--- src/rtl/median_stream_packer.sv ---
// Burst packer behind the median filter: a one-sample staging register decides
// last-of-burst, then a first-word-fall-through FIFO feeds a valid/ready consumer.
module median_stream_packer #(
    parameter int DEPTH     = 16,
    parameter int AW        = 4,
    parameter int MAX_BURST = 64
) (
    input  logic          clk,
    input  logic          rst,
    input  logic [7:0]    dat_i,
    input  logic          val_i,
    output logic [7:0]    dat_o,
    output logic          last_o,
    output logic          val_o,
    input  logic          rdy_i,
    output logic [AW:0]   level_o,
    output logic          ovf_o
);
    localparam int            CW         = $clog2(MAX_BURST + 1);
    localparam logic [CW-1:0] CNT_ONE    = CW'(1);
    localparam logic [CW-1:0] CNT_FORCE  = CW'(MAX_BURST - 1);
    localparam logic [AW:0]   LEVEL_ONE  = (AW + 1)'(1);
    localparam logic [AW:0]   LEVEL_FULL = (AW + 1)'(DEPTH);

    // staging register and burst accounting
    logic          stage_full_reg, stage_full_next;
    logic [7:0]    stage_dat_reg, stage_dat_next;
    logic          stage_force_reg, stage_force_next;
    logic [CW-1:0] burst_cnt_reg, burst_cnt_next;
    logic [CW-1:0] cnt_base;

    // FIFO state
    logic [8:0]    mem [DEPTH];
    logic [8:0]    head_word_reg;
    logic          head_val_reg, head_val_next;
    logic [AW:0]   wr_ptr_reg, wr_ptr_next;
    logic [AW:0]   rd_ptr_reg, rd_ptr_next;
    logic [AW:0]   level_reg, level_next;
    logic          ovf_reg, ovf_next;

    logic push, push_last, pop, full, wr_en, drop;

    always_comb begin
        // A full stage always empties next cycle; val_i only decides whether it ends the burst.
        push      = stage_full_reg & ~rst;
        push_last = stage_force_reg | ~val_i;

        cnt_base         = (push && push_last) ? '0 : burst_cnt_reg;
        burst_cnt_next   = val_i ? cnt_base + CNT_ONE : cnt_base;
        stage_full_next  = val_i;
        stage_dat_next   = val_i ? dat_i : stage_dat_reg;
        stage_force_next = val_i & (cnt_base == CNT_FORCE);
    end

    always_comb begin
        pop   = head_val_reg & rdy_i;
        full  = (level_reg == LEVEL_FULL);
        wr_en = push & (~full | pop);
        drop  = push & full & ~pop;

        wr_ptr_next = wr_en ? wr_ptr_reg + LEVEL_ONE : wr_ptr_reg;
        rd_ptr_next = pop ? rd_ptr_reg + LEVEL_ONE : rd_ptr_reg;

        level_next = level_reg;
        case ({wr_en, pop})
            2'b10:   level_next = level_reg + LEVEL_ONE;
            2'b01:   level_next = level_reg - LEVEL_ONE;
            default: level_next = level_reg;
        endcase

        // The head read returns pre-write data, so only entries already stored before
        // this edge may become the head; a freshly written entry shows up one edge later.
        head_val_next = (level_reg > {{AW{1'b0}}, pop});
        ovf_next      = ovf_reg | drop;
    end

    always_ff @(posedge clk) begin
        if (rst) begin
            stage_full_reg  <= 1'b0;
            stage_dat_reg   <= 8'h00;
            stage_force_reg <= 1'b0;
            burst_cnt_reg   <= '0;
            head_val_reg    <= 1'b0;
            wr_ptr_reg      <= '0;
            rd_ptr_reg      <= '0;
            level_reg       <= '0;
            ovf_reg         <= 1'b0;
        end else begin
            stage_full_reg  <= stage_full_next;
            stage_dat_reg   <= stage_dat_next;
            stage_force_reg <= stage_force_next;
            burst_cnt_reg   <= burst_cnt_next;
            head_val_reg    <= head_val_next;
            wr_ptr_reg      <= wr_ptr_next;
            rd_ptr_reg      <= rd_ptr_next;
            level_reg       <= level_next;
            ovf_reg         <= ovf_next;
        end
    end

    // Storage array with registered read, no reset on the data path.
    always_ff @(posedge clk) begin
        if (wr_en) begin
            mem[wr_ptr_reg[AW-1:0]] <= {push_last, stage_dat_reg};
        end
        head_word_reg <= mem[rd_ptr_next[AW-1:0]];
    end

    assign val_o   = head_val_reg;
    assign dat_o   = head_val_reg ? head_word_reg[7:0] : 8'h00;
    assign last_o  = head_val_reg & head_word_reg[8];
    assign level_o = level_reg;
    assign ovf_o   = ovf_reg;

endmodule

--- config.mk ---
export PLATFORM = sky130hd
export DESIGN_NAME = median_stream_packer
export DESIGN_NICKNAME = d
export VERILOG_FILES = /design/src/rtl/median_stream_packer.sv
export SDC_FILE = /design/constraint.sdc
export NUM_CORES = 1
export LEC_CHECK = 0
export ABC_AREA = 0
export BUFFER_PORTS_ARGS = -buffer_cell sky130_fd_sc_hd__buf_2
export CAP_MARGIN = 20
export CORE_MARGIN = 2
export CORE_UTILIZATION = 52
export CTS_BUF_LIST = sky130_fd_sc_hd__clkbuf_2 sky130_fd_sc_hd__clkbuf_4 sky130_fd_sc_hd__clkbuf_8
export DETAILED_ROUTE_END_ITERATION = 7
export PLACE_DENSITY = 0.8
export SETUP_SLACK_MARGIN = 0.05
export SLEW_MARGIN = 20
export SYNTH_ARGS = -nofsm -noshare
export SYNTH_HDL_FRONTEND = slang
export SYNTH_SLANG_ARGS = --single-unit
--- constraint.sdc ---
create_clock -name clk -period 2.5 [get_ports clk]
set_input_delay 0.5 -clock clk [delete_from_list [all_inputs] [get_ports clk]]
set_output_delay 0.5 -clock clk [all_outputs]
set_load 0.03 [all_outputs]
==> results.toml, run 1 <==
[finish]
drive_gt1_frac = 0.147
nNetsFinal = 857
diodes = 0
fin_area_um2 = 9700
largest_reg_flops = 144
area_delta_synth_final_pct = 11.3

[power_and_ir_drop]
combPwrFrac = 0.313
p_int_mw = 5.35
leakagePower_nw = 3.33
switching_share = 0.342
seq_power_share = 0.440
power_switching_mw = 2.79
ir_drop_mv = 0.503
power_density_nw_per_um2 = 839
clock_power_share = 0.247

[setup_path]
reg2reg_depth = 8
reg2reg_from = "rd_ptr_reg[1]"
startpoint_type = "flop"
r2r_slack_ns = 0.29
worstSetupPathType = "reg2reg"
crit_path_end_kind = "flop"
critPathRequiredTime_ns = 2.83
crit_fanout = 18
worstPathArrival_ns = 2.54
reg2reg_to = "head_word_reg[1]"

[sta]
min_period_over_period = 0.883
max_freq_mhz = 453
fin_skew_ns = 0.0108
rsz0062_at_grt = "no"
slew_headroom = 0.482
fin_crit_ns = 2.21
tightest_slew_ns = 0.776
finalHoldViolations = 0
drv_slew = 0
setup_tns_ns = 0
setup_viol = 0

[clocking]
post_cts.repair.setup_buffers = 0
clk_pin_slew_ns = 0.09
cts_root_buffer = "clkbuf_8"
cts_buffers = 17
cts_tree = "done"
clock_sinks = 185
ctsLongestPathBuffers = 2
clk_latency_ns = 0.47
holdBufCountCts = 0
cts_resized = 0
cts_htree_levels = 4

[global_routing]
grt_util_all_layers = 0.242
grt_pass1_wl_mm = 33.3
antenna_found_initial = 0
grt_overflow = 0
grt_max_degree = 88
grt_pass1_vias = 6341

[routing]
via_per_inst = 6.12
postRouteAntennaNets = 0
wirelength_mm = 20.8
drt_iter0_markers = 722
wire_per_inst_um = 19.4
vias = 6545
dr.pass1.iters = 7
drc = 0

[synth]
yosysUniqueCellTypes = 46
syn-num-nets = 824
synth-async-reset-ratio = 0
syn_inst = 804
synth_top_area_frac = 0.496
ys_ff_latch = 185
yosysMostFrequentCell = "edfxtp_1"
synth.area.top_cells = "edfxtp_1, dfxtp_1, nor3_1"
ys_top_cells_by_count = "edfxtp_1, nor3_1, nor2_1"
synth_ff_type = "edfxtp_1"
synth_top_area_cell = "edfxtp_1"
synth_seq_area_share = 0.590
yosys_warnings = 0
postSynthAreaPerCell_um2 = 10.8
synth-edff-count = 144
syn_area_um2 = 8720

[floorplan]
die_x_um = 133
floorplan.initialDensity = 0.530
core-area_um2 = 16500
rows = 47
die_area_um2 = 17800
die_h_um = 133
io_pins = 28

[place]
portBuffers = 27
dpl_cell_area_um2 = 9300
dp_hpwl_mm = 13.2
place_congestion = 0.879

[worst_hold_path]
min_from = "dat_i[0]"
hold_path_class = "in2reg"
worstHoldPathCells = 3
hold_end = "stage_dat_reg[0]"

[run]
maxCapViolCount = 0

[run_status]
status = "finished, final reports clean"
-- cell type report --
type | count | area [um2]
Tap cell | 220 | 275
Fill cell | 1323 | 6760
Inverter | 24 | 90.1
Sequential cell | 185 | 5150
Timing Repair Buffer | 78 | 581
Clock inverter | 11 | 121
Clock buffer | 21 | 277
Multi-Input combinational cell | 531 | 3210
-- metal layers --
layer,global-route usage,wire (um),vias to the layer above
li1,-,-,3068
met4,0.0857,571,0
met3,0.0540,1390,57
met5,0,0,-
met2,0.397,10100,268
met1,0.319,8720,3152
-- power groups by stage --
stage	logic (mW)	clock network, mW	registers (mW)
floorplan	1.78	0	3.64
global placement	2.45	0	3.65
detailed placement	2.51	0	3.65
CTS	2.52	2.03	3.58
global route	2.78	2.14	3.60
finish	2.55	2.01	3.58
-- placed cells by master (no fill, tap or decap), types with 23 or more instances in the layout --
master	n
a21oi_1	57
buf_2	27
buf_4	46
dfxtp_1	39
edfxtp_1	144
inv_1	23
nand2b_1	25
nor2_1	78
nor2b_1	38
nor3_1	77
o21ai_0	35
-- through the flow --
step	setup WS (ns)	power, mW	instances	utilization	hold WS [ns]
floorplan	0.0480	5.42	804	-	0.490
global placement	0.178	6.09	1038	0.565	0.460
detailed placement	0.0983	6.16	1038	0.565	0.463
CTS	0.317	8.12	1070	0.589	0.254
global route	0.104	8.52	1070	0.589	0.260
finish	0.294	8.14	1070	0.589	0.271
-- cell families after synthesis --
kind of cell,count (synthesis),share of synthesized area
AO/OA/AOI/OAI,209,0.156
XOR/XNOR,19,0.0208
adder cells (fa/ha/maj),8,0.0115
buffers and inverters,88,0.0468
flip-flops,185,0.590
multiplexers,10,0.0115
AND/OR/NAND/NOR,285,0.163
-- worst max-delay path by stage --
stage / from / to / slack, ns
floorplan: val_o / mem[15][0] / 0.05
global placement: rdy_i / head_word_reg[3] / 0.18
detailed placement: rdy_i / head_word_reg[3] / 0.1
CTS: rd_ptr_reg[1] / head_word_reg[3] / 0.32
global route: rd_ptr_reg[1] / head_word_reg[1] / 0.10
finish: rd_ptr_reg[1] / head_word_reg[1] / 0.29
-- worst max-delay path: stages (launching register included) --
cell	delay, ns
dfxtp_2	0.45
ha_2	0.41
buf_4	0.25
o2111ai_1	0.12
o31ai_1	0.13
nor3_1	0.20
a21oi_1	0.07
a22oi_1	0.27
o221ai_1	0.17
Power figures use the tool's default switching activity.
==> run 2, diff against run 1 <==
--- a/config.mk
+++ b/config.mk
@@ -9,10 +9,10 @@
 export BUFFER_PORTS_ARGS = -buffer_cell sky130_fd_sc_hd__buf_2
 export CAP_MARGIN = 20
 export CORE_MARGIN = 2
-export CORE_UTILIZATION = 52
+export CORE_UTILIZATION = 45
 export CTS_BUF_LIST = sky130_fd_sc_hd__clkbuf_2 sky130_fd_sc_hd__clkbuf_4 sky130_fd_sc_hd__clkbuf_8
 export DETAILED_ROUTE_END_ITERATION = 7
-export PLACE_DENSITY = 0.8
+export PLACE_DENSITY = 0.72
 export SETUP_SLACK_MARGIN = 0.05
 export SLEW_MARGIN = 20
 export SYNTH_ARGS = -nofsm -noshare
==> run 2 against run 1 <==
Effect of this change:
- cell area rose by 1.7%
- clock power is 14% higher
- die area grew 15%
- first-iteration DRC count shrank 14%
- utilization fell by 6.5 points
- routed wire length is 7.0% higher
- critical endpoint is now head_word_reg[8]
==> results.toml, run 2 (same netlist as run 1, synthesis figures left out) <==
[clocking]
cts_tree = "done"
clk_pin_slew_ns = 0.10
clock_sinks = 185
cts_resized = 0
clk_latency_ns = 0.47
cts_root_buffer = "clkbuf_8"
cts_buffers = 17
cts_htree_levels = 4
ctsLongestPathBuffers = 2
post_cts.repair.setup_buffers = 0
holdBufCountCts = 0

[setup_path]
critPathSlowestCell = "o41ai_1"
crit_path_end_kind = "flop"
worstPathArrival_ns = 2.65
crit_chain = "ha_2, buf_12, nor3_1, o41ai_1, o221ai_1"
critPathRequiredTime_ns = 2.82
cp_top_family = "compound AO/OA/AOI/OAI gates"
cp.buffers_inverters = 1
worstSetupPathType = "reg2reg"
cpPeakStageDelay_ns = 0.61
startpoint_type = "flop"
crit_fanout = 49

[routing]
wl_met2_mm = 10.4
drt_iter0_markers = 619
topRoutingLayerUsed = "met5"
postRouteAntennaNets = 0
vias = 6547
dr_wl_met3_mm = 1.83
dr.pass1.iters = 5
wl_met1_mm = 9.43
wire_per_inst_um = 19.9
drc = 0
via_per_inst = 5.86
wirelength_mm = 22.2

[finish]
final_cell_mix = "edfxtp_1, nor2_1, nor3_1, a21oi_1, buf_4"
nNetsFinal = 864
diodes = 0
nFillCells = 1658
area_delta_synth_final_pct = 13.1
largest_reg_flops = 144
final_common_cell = "edfxtp_1"
seq_area_um2 = 5150
multi_input_area_um2 = 3210
drive_gt1_frac = 0.153

[place]
portBuffers = 27
dp_hpwl_mm = 13.8
place_congestion = 0.847

[global_routing]
grt_pass1_wl_mm = 34.3
grt_overflow = 0
antenna_found_initial = 1
grt_util_all_layers = 0.223
grt_pass1_vias = 6228
grt_max_degree = 77

[floorplan]
rows = 50
die_h_um = 143
io_pins = 28
die_area_um2 = 20500
floorplan.initialDensity = 0.463
die_x_um = 143
core-area_um2 = 18800

[sta]
setup_viol = 0
fin_crit_ns = 2.33
rsz0062_at_grt = "no"
max_freq_mhz = 429
slew_headroom = 0.368
min_period_over_period = 0.933
tightest_slew_ns = 0.944
setup_tns_ns = 0
drv_slew = 0
fin_skew_ns = 0.0138
finalHoldViolations = 0

[run]
maxCapViolCount = 0

[power_and_ir_drop]
finalPower_mw = 8.55
leakagePower_nw = 3.37
ir_drop_mv = 0.538
power_density_nw_per_um2 = 867

[run_status]
status = "finished, final reports clean"

[worst_hold_path]
hold_path_class = "in2reg"
-- run 2: cell count changes in the layout (fill, tap and decap cells not counted), moves of 2 or more --
cell	change
buf_4	+7
clkinvlp_4	+5
clkinv_2	-4
bufinv_16	+3
clkbuf_4	-2
clkbuf_8	-2
clkinv_4	-2
-- run 2: power by group --
part	leakage [nW]	switching [mW]	internal, mW
Sequential	1.66	0.149	3.45
Combinational	1.50	1.66	1.00
Clock	0.210	1.10	1.19
-- run 2: worst reg2reg max path: stages (launching register included) --
cell      delay [ns]
dfxtp_4         0.39
ha_2            0.53
buf_12          0.28
nor3_1          0.15
o41ai_1         0.61
o221ai_1        0.23
-- run 2: layer usage --
metal  vias up  track usage
li1       3082            -
met1      3140        0.302
met2       278        0.349
met3        45       0.0526
met4         2       0.0896
met5         -            0
-- run 2: final cells by class --
class / instances / area share
flip-flops and latches: 185 / 0.522
multi-input cells: 531 / 0.325
repair buffers: 85 / 0.0642
well taps: 260 / 0.0330
clock buffers: 17 / 0.0237
clock inverters: 15 / 0.0228
inverters: 24 / 0.00913
-- run 2: per-stage QoR --
| step | hold slack [ns] | cell area [um2] | cells | worst slack (ns) | utilization |
|---|---|---|---|---|---|
| finish | 0.267 | 9870 | 1117 | 0.167 | 0.524 |
| global placement | 0.463 | 9410 | 1085 | 0.0769 | 0.500 |
| global route | 0.257 | 9870 | 1117 | 0.0728 | 0.524 |
| CTS | 0.249 | 9870 | 1117 | 0.196 | 0.524 |
| floorplan | 0.490 | 8740 | 804 | 0.0480 | - |
| detailed placement | 0.455 | 9410 | 1085 | 0.0318 | 0.500 |
-- run 2: worst paths after layout --
check           startpoint          endpoint  slack, ns  cells past startpoint
max          rd_ptr_reg[0]  head_word_reg[8]       0.17                      5
min               dat_i[2]  stage_dat_reg[2]       0.27                      3
max reg2reg  rd_ptr_reg[0]  head_word_reg[8]       0.17                      5
min reg2reg          ovf_o             ovf_o       0.49                      2
==> run 3, diff against run 2 <==
--- a/config.mk
+++ b/config.mk
@@ -12,7 +12,7 @@
 export CORE_UTILIZATION = 45
 export CTS_BUF_LIST = sky130_fd_sc_hd__clkbuf_2 sky130_fd_sc_hd__clkbuf_4 sky130_fd_sc_hd__clkbuf_8
 export DETAILED_ROUTE_END_ITERATION = 7
-export PLACE_DENSITY = 0.72
+export PLACE_DENSITY_LB_ADDON = 0.1
 export SETUP_SLACK_MARGIN = 0.05
 export SLEW_MARGIN = 20
 export SYNTH_ARGS = -nofsm -noshare
==> run 3 against run 2 <==
Effect of this change:
- utilization down 0.086 points
- cell area decreased by 0.16%
- sequential share of layout area up 0.086 points
- register-to-register slack better by 0.02 ns
- combinational power up 6%
- critical path depth grew 4
- routed wire length rose by 7.5%
==> results.toml, run 3 (same netlist as run 1, synthesis figures left out) <==
[finish]
multi_input_area_um2 = 3210
area_delta_synth_final_pct = 13.0
diodes = 0
fin_util = 0.523
nNetsFinal = 871
nFillCells = 1648
drive_gt1_frac = 0.161
final_common_cell = "edfxtp_1"
largest_reg_flops = 144
seq_area_um2 = 5150
final_cell_mix = "edfxtp_1, nor2_1, nor3_1, buf_4, a21oi_1"

[routing]
vias = 6555
drc = 0
drt_iter0_markers = 602
dr.pass1.iters = 5
wirelength_mm = 23.9
via_per_inst = 5.83
wire_per_inst_um = 21.3
postRouteAntennaNets = 0

[sta]
setup_slack_ns = 0.188
finalHoldViolations = 0
rsz0062_at_grt = "no"
holdWs_ns = 0.256
drv_slew = 0
min_period_over_period = 0.925
setup_viol = 0
tightest_slew_ns = 0.934
fin_crit_ns = 2.31
fin_skew_ns = 0.0123
slew_headroom = 0.377
setup_tns_ns = 0
max_freq_mhz = 433

[setup_path]
cpMostUsedCell = "buf_4"
worstPathArrival_ns = 2.71
crit_fanout = 18
crit_path_end_kind = "flop"
worstSetupPathType = "reg2reg"
cp.buffers_inverters = 2
startpoint_type = "flop"
cpPeakStageDelay_ns = 0.47
critPathRequiredTime_ns = 2.90
cp_top_family = "compound AO/OA/AOI/OAI gates"
critPathSlowestCell = "ha_2"
crit_chain = "ha_2, buf_4, o2111ai_1, o31ai_1, buf_4, o21ai_0, a21oi_1, a22oi_1, o221ai_1"

[place]
dp_hpwl_mm = 15.0
place_congestion = 0.877
place_ws_ns = 0.202
portBuffers = 27

[floorplan]
rows = 50
core-area_um2 = 18800
die_x_um = 143
floorplan.initialDensity = 0.463
die_h_um = 143
die_area_um2 = 20500
io_pins = 28

[power_and_ir_drop]
power_switching_mw = 3.01
ir_drop_mv = 0.407
seq_power_share = 0.427
combPwrFrac = 0.333
clock_power_share = 0.240
leakagePower_nw = 3.39
switching_share = 0.357
p_int_mw = 5.41
power_density_nw_per_um2 = 855

[clocking]
post_cts.repair.setup_buffers = 0
cts_htree_levels = 4
clock_sinks = 185
cts_tree = "done"
cts_root_buffer = "clkbuf_8"
clk_latency_ns = 0.47
cts_resized = 0
clk_pin_slew_ns = 0.10
cts_buffers = 17
ctsLongestPathBuffers = 2
holdBufCountCts = 0

[run]
maxCapViolCount = 0

[worst_hold_path]
hold_path_class = "in2reg"

[global_routing]
grt_pass1_vias = 6208
antenna_found_initial = 0
grt_pass1_wl_mm = 37.0
grt_max_degree = 97
grt_util_all_layers = 0.244
grt_overflow = 0

[run_status]
status = "finished, final reports clean"
run 3: power by group through the flow:
stage / combinational (mW) / clock (mW) / sequential, mW
6_report: 2.81 / 2.02 / 3.60
5_1_grt: 3.05 / 2.18 / 3.62
3_3_place_gp: 2.76 / 0 / 3.68
2_1_floorplan: 1.78 / 0 / 3.64
3_5_place_dp: 2.79 / 0 / 3.67
4_1_cts: 2.80 / 2.05 / 3.60
run 3: routing by layer:
metal  part of all wire  GRT usage  vias up
met2               0.49      0.397      224
met5                  0          0        -
met3              0.065     0.0476       27
li1                   -          -     3097
met1               0.43      0.334     3207
met4              0.016     0.0724        0
run 3: cell type report:
cell class                 instances  share of cell area
sequential                       185               0.523
multi-input combinational        531               0.326
timing repair buffer              92              0.0696
tap                              260              0.0330
clock buffer                      19              0.0250
clock inverter                    13              0.0146
inverter                          24             0.00915
run 3: worst reg2reg max path: cells and delay by family (launching register included):
kind	cells	cell delay (ns)
AO/OA/AOI/OAI	6	0.86
adder cells (fa/ha/maj)	1	0.47
buffers and inverters	2	0.49
flip-flops	1	0.43
run 3: worst paths after layout:
| check | from | to | slack, ns | cells after the start |
|---|---|---|---|---|
| worst max register to register | rd_ptr_reg[0] | head_word_reg[3] | 0.19 | 9 |
| worst min-delay path | dat_i[2] | stage_dat_reg[2] | 0.26 | 3 |
| worst max-delay path | rd_ptr_reg[0] | head_word_reg[3] | 0.19 | 9 |
| worst min register to register | ovf_o | ovf_o | 0.51 | 2 |
run 3: per-stage QoR:
step | instances | instance area (um2) | power [mW]
3_5_place_dp | 1092 | 9460 | 6.46
6_report | 1124 | 9850 | 8.42
4_1_cts | 1124 | 9850 | 8.46
2_1_floorplan | 804 | 8740 | 5.42
3_3_place_gp | 1092 | 9460 | 6.43
5_1_grt | 1124 | 9850 | 8.84
